**config.mk**
```make
export PLATFORM = sky130hd
export DESIGN_NAME = mod_updown_counter
export DESIGN_NICKNAME = d
export VERILOG_FILES = /design/src/rtl/mod_updown_counter.sv
export SDC_FILE = /design/constraint.sdc
export NUM_CORES = 1
export LEC_CHECK = 0
export BUFFER_PORTS_ARGS = -buffer_cell sky130_fd_sc_hd__buf_2
export CORE_AREA = 10 10 51 53
export CTS_CLUSTER_SIZE = 28
export DETAILED_ROUTE_END_ITERATION = 8
export DIE_AREA = 0 0 61 63
export PLACE_DENSITY = 0.71
export SYNTH_ARGS = -nofsm -noshare
export SYNTH_HDL_FRONTEND = slang
export SYNTH_SLANG_ARGS = --single-unit
```
**constraint.sdc**
```tcl
create_clock -name clock -period 2.5 [get_ports clock]
set_input_delay 0.25 -clock clock [delete_from_list [all_inputs] [get_ports clock]]
set_output_delay 0.25 -clock clock [all_outputs]
set_load 0.05 [all_outputs]
```
**src/rtl/mod_updown_counter.sv**
```systemverilog
// mod_updown_counter: parametrised synchronous up/down modulo counter with
// parallel load, direction control and a one-shot IDLE/RUN/DONE control FSM.
// Define MOD_UPDOWN_COUNTER_GRAY_EN to add the registered Gray-code output q_gray.
module mod_updown_counter #(
  parameter int WIDTH   = 4,
  parameter int MODULUS = 16
) (
  input  logic             clock,
  input  logic             reset,
  input  logic             enable,
  input  logic             up_down,
  input  logic             load,
  input  logic [WIDTH-1:0] load_value,
  input  logic             oneshot,
  input  logic             start,
  output logic [WIDTH-1:0] q,
  output logic [WIDTH-1:0] qb,
  output logic             tc,
  output logic             wrap,
  output logic             busy,
  output logic             done
`ifdef MOD_UPDOWN_COUNTER_GRAY_EN
  ,
  output logic [WIDTH-1:0] q_gray
`endif
);

  typedef enum logic [1:0] {
    S_IDLE = 2'd0,
    S_RUN  = 2'd1,
    S_DONE = 2'd2
  } state_t;

  // Top of the count range, and the modulus widened by one bit so that
  // MODULUS == 2**WIDTH still compares correctly against a WIDTH-bit value.
  localparam logic [WIDTH-1:0] MAX_VAL = WIDTH'(MODULUS - 1);
  localparam logic [WIDTH:0]   MOD_EXT = (WIDTH + 1)'(MODULUS);

  state_t           r_state;
  logic [WIDTH-1:0] r_q;
  logic [WIDTH-1:0] r_qb;
  logic             r_wrap;
  logic             r_done;
  logic             r_busy;

  logic             w_tc;
  logic [WIDTH-1:0] w_load_val;
  logic [WIDTH-1:0] w_cnt_val;
  logic             w_arm;
  logic             w_count_en;
  logic             w_run_end;
  logic [WIDTH-1:0] w_q_nxt;
  logic             w_wrap_nxt;

  // Terminal count depends on the current direction: top when counting up,
  // zero when counting down.
  always_comb begin
    w_tc = 1'b0;
    if (up_down) begin
      w_tc = (r_q == MAX_VAL);
    end else begin
      w_tc = (r_q == '0);
    end
  end

  // Out-of-range load values saturate at the top of the count range.
  always_comb begin
    w_load_val = load_value;
    if ({1'b0, load_value} >= MOD_EXT) begin
      w_load_val = MAX_VAL;
    end
  end

  // Modulo increment/decrement; the terminal value folds back to the other end.
  always_comb begin
    w_cnt_val = r_q;
    if (up_down) begin
      w_cnt_val = w_tc ? '0 : r_q + 1'b1;
    end else begin
      w_cnt_val = w_tc ? MAX_VAL : r_q - 1'b1;
    end
  end

  // Decide whether this edge counts. The arming edge in IDLE does not count,
  // RUN stops (instead of wrapping) at terminal count, and DONE always holds.
  // Load has priority over counting in every state.
  always_comb begin
    w_arm      = (r_state == S_IDLE) && start && oneshot;
    w_run_end  = (r_state == S_RUN) && enable && !load && w_tc;
    w_count_en = 1'b0;
    if (enable && !load) begin
      case (r_state)
        S_IDLE:  w_count_en = !w_arm;
        S_RUN:   w_count_en = !w_tc;
        default: w_count_en = 1'b0;
      endcase
    end
  end

  // Next counter value and wrap flag. A wrap can only come from a counting
  // edge at terminal count, which in practice means free-run in IDLE.
  always_comb begin
    w_q_nxt    = r_q;
    w_wrap_nxt = 1'b0;
    if (load) begin
      w_q_nxt = w_load_val;
    end else if (w_count_en) begin
      w_q_nxt    = w_cnt_val;
      w_wrap_nxt = w_tc;
    end
  end

  // Counter value, its complement and the wrap pulse, all registered together.
  always_ff @(posedge clock or posedge reset) begin
    if (reset) begin
      r_q    <= '0;
      r_qb   <= '1;
      r_wrap <= 1'b0;
    end else begin
      r_q    <= w_q_nxt;
      r_qb   <= ~w_q_nxt;
      r_wrap <= w_wrap_nxt;
    end
  end

  // One-shot control FSM with registered busy/done outputs.
  always_ff @(posedge clock or posedge reset) begin
    if (reset) begin
      r_state <= S_IDLE;
      r_busy  <= 1'b0;
      r_done  <= 1'b0;
    end else begin
      r_done <= 1'b0;
      case (r_state)
        S_IDLE: begin
          if (w_arm) begin
            r_state <= S_RUN;
            r_busy  <= 1'b1;
          end
        end
        S_RUN: begin
          if (w_run_end) begin
            r_state <= S_DONE;
            r_busy  <= 1'b0;
            r_done  <= 1'b1;
          end
        end
        S_DONE: begin
          r_state <= S_IDLE;
        end
        default: begin
          r_state <= S_IDLE;
          r_busy  <= 1'b0;
        end
      endcase
    end
  end

`ifdef MOD_UPDOWN_COUNTER_GRAY_EN
  logic [WIDTH-1:0] r_q_gray;

  // Gray code tracks q on the same edge, derived from the next count value.
  always_ff @(posedge clock or posedge reset) begin
    if (reset) begin
      r_q_gray <= '0;
    end else begin
      r_q_gray <= w_q_nxt ^ (w_q_nxt >> 1);
    end
  end

  assign q_gray = r_q_gray;
`endif

  assign q    = r_q;
  assign qb   = r_qb;
  assign tc   = w_tc;
  assign wrap = r_wrap;
  assign busy = r_busy;
  assign done = r_done;

endmodule

```
Yosys cells after proc, flatten, opt, wreduce, memory -nomap -nowiden
Cells that the tools add are included.
- flip-flop bits (word level): 13
- memory bits (read-only): 0
- bits in latches: 0
- memories kept: 0
- word-level logic and storage cells: 46
- memory bits (writable): 0
- output and inout bits: 12
- multiply operators: 0
- shift-type cells: 0
- div/mod/pow operators: 0
- equal/unequal tests: 5
- add/subtract/negate cells: 2
- reduce and logical (&&, ||, !) cells: 13
- $lt $le $gt $ge: 0
- bitwise gates (word level): 2
- muxes and demuxes: 18
- operators by type and width (operator ; number):
    $mux 4 ; 5
    $mux 1 ; 8
    $logic_and 1x1->1 ; 6
    $add 4x1->4 const B ; 1
    $eq 4x4->1 const B ; 1
    $logic_not 4->1 ; 1
    $mux 2 ; 2
    $ne 2x2->1 const B ; 2
    $not 4->4 ; 1
    $pmux 2 s2 ; 1
    $sub 4x1->4 const B ; 1
    $logic_not 1->1 ; 3
    $pmux 1 s3 ; 1
    $reduce_and 3->1 ; 1
    $eq 2x1->1 const B ; 1
    $eq 2x2->1 const B ; 1
    $logic_not 2->1 ; 1
    $pmux 1 s2 ; 1
    $reduce_and 2->1 ; 1
    $not 1->1 ; 1

Logic depth before layout (Yosys ltp)
- depth after elaboration: 9
- gate-level depth with buffers: 6
- depth with buffers taken out: 6

Least setup slack after synthesis
OpenSTA, ideal clock, no wires.
- kind: flip-flop to flip-flop
- start point: register (tool-made name)
- end point: register r_busy, in the netlist busy
- stages on the path, launching flop included: 7
- library setup time: 0.132 ns
- setup slack: 0.166 ns
- data arrival time: 2.203 ns
- required time: 2.368 ns
- clock period less this slack: 2.334 ns
- cells stage by stage: dfrtp_1 inv_1 ha_1 or4b_4 nand2_1 and3_1 o32ai_1
- RTL lines (element ; RTL line ; source):
    end signal: assignment ; 130 ; r_busy <= 1'b0;
    end signal: assignment ; 138 ; r_busy <= 1'b1;
    end signal: assignment ; 144 ; r_busy <= 1'b0;
    end: declaration ; 44 ; logic r_busy;

==> run metrics <==
Detail Route Antenna Nets 0; P&R area growth vs syn 18.5%; hpwl dp 1320 um; Die ar. 3840 um2; switching power 0.000291 W; Initial Util 46.3%; setup TNS 0 ps; post-synthesis mux area share 1.31%; clock power share 19.2%; fraction of synthesis flops using an asynchronous set or reset pin 100%; commonest non-fill, non-tap cell in the layout buf_2; Pwr per Cell Area 762 nW/um2; area of the multi-input gates 389 um2; GRT overflow 0; adder-cell area share of the yosys netlist 3.27%; Filler cells 150; CTS Buf Count 3; max-cap violation count 0; R2R depth 6; Netlist cell types 40; CTS Buffer Depth 2; share of the synthesized area in the top cell type 29.5%; status completed; Via Count 668; core outline area 1650 um2; largest family of logic cells by synthesized area compound AO/OA/AOI/OAI gates; Leakage 0.455 nW; Gate power share 39.8%; VDD IR-drop max 0.461 mV; share of layout cells above drive strength 1 38.1%; fmax 441 MHz; H-Tree Depth 1; register area 330 um2; Slew Viols, Final 0; Iteration-0 DRC Markers 14; final hold slack 143 ps; cell taking the most area after synthesis dfrtp_1; relative slew slack 67.9%; die width 61 um; final WL 1690 um; Synth Cell Area 764 um2; Fin. Hold Viols 0; Synth Area in Simple Gates 18.3%; TritonCTS Sinks 13; syn_nets 86; Worst-Skew Late Latency 280 ps; final worst path period share 90.7%; final setup fails 0; WL/cell 14.9 um; Vias/cell 5.86; EDFF count, synth 0; total track usage 8.83%; register area share after synthesis 43.2%; global-route wire length before repair 2700 um; Worst Hold Path EP qb[3]; skew final 2.17 ps; Yosys reg bits 13; CP Data Required Time 2250 ps; Tmin final 2270 ps; vias in the first global route 622; drt first pass iters 4; CTS tree done; Pint 0.000400 W; Setup CP Type register to output port; clk root buf clkbuf_4; n_diodes 0; Worst Tran Pin Value 481 ps; Area contributors post-synth dfrtp_1, dfstp_2, nand2_1, o311ai_1, ha_1; hold path depth 2; Worst Min Path Start load_value[3]; Worst Setup Start Kind register; Synth Area in Compound Gates 26.8%; Hold WC Path Type input port to register; sw frac 42.1%; top_reg_cell synth dfrtp_1; Synth Instances 73; YS warnings 0; die height 63 um; most frequent cells in the layout buf_2, dfrtp_1, nand2_1; Synth Area in XOR/XNOR 1.15%; largest net degree at the start of global routing 14; nature of the critical path endpoint output port; Avg Cell Area, Syn 10.5 um2; flop-to-flop setup slack 490 ps; Final nets 111; io pins 23; RSZ-0062 raised after global routing false; Seq pwr share 41.0%; fin util 54.8%; initial antenna violation count 0; GP Congestion 0.763; Port-buffer cells 22; Reg clk slew, reported paths 80 ps; # rows 15; arrival time worst endpoint 2020 ps; Crit Path Max Fanout 8; residual DRC count 0
cells by family after synthesis:
| kind of cell | count (synthesis) |
|---|---|
| adders and majority gates | 2 |
| buffers and inverters | 8 |
| muxes | 1 |
| xor gates and xnor gates | 1 |
| AOI/OAI and AO/OA | 23 |
| and+or+nand+nor | 25 |
| DFF | 13 |
per-stage QoR:
stage	instances	cell area, um2	power (W)	setup slack, ps
floorplan	73	764	0.000504	166
global placement	109	870	0.000559	552
detailed placement	109	870	0.000560	503
CTS	114	906	0.000693	224
global route	114	906	0.000727	97.6
finish	114	906	0.000691	233
power by group through the flow:
stage	logic (W)	clock network, W	registers [W]
floorplan	0.000124	0	0.000380
finish	0.000275	0.000133	0.000283
global placement	0.000274	0	0.000285
global route	0.000295	0.000143	0.000288
CTS	0.000278	0.000133	0.000282
detailed placement	0.000275	0	0.000285
layout make-up:
cell class | instances | area share (%)
clock buffers | 4 | 2.90
inverters | 5 | 2.07
multi-input cells | 52 | 43.0
flip-flops and latches | 13 | 36.5
well taps | 17 | 2.35
repair buffers | 23 | 13.3
synth_stat cells (2+ instances only):
cell type and instances:
and3_1 3, a21oi_1 2, o311a_1 2, nand3_1 2
ha_1 2, dfrtp_1 9, dfstp_2 4, nand2_1 7
nor2_1 4, o311ai_1 3, nand4_1 2, inv_1 5
what timing repair did:
| item | in CTS | in global routing |
|---|---|---|
| resized for setup | 0 | 0 |
| setup buffers | 0 | 0 |
| hold buffers | 1 | 0 |
| hold endpoints to repair | 9 | 0 |
worst max-delay path, stage by stage (launching register included):
cell	delay, ps
dfrtp_1	460
inv_1	130
ha_1	200
or4b_4	520
nand2_1	140
buf_2	290
per-layer routing:
layer  vias up  part of all wire, %  GRT usage [%]
met4         0                  1.9           4.12
li1        330                    -              -
met5         -                    0              0
met1       315                   45           10.6
met2        18                   48           13.5
met3         5                  5.6           2.85
worst max path at each step:
stage	from	cells after the start	to
floorplan	register	6	busy
global placement	register	6	register
detailed placement	register	6	register
CTS	register	5	tc
global route	register	5	tc
finish	register	5	tc
Power figures use the tool's default switching activity.
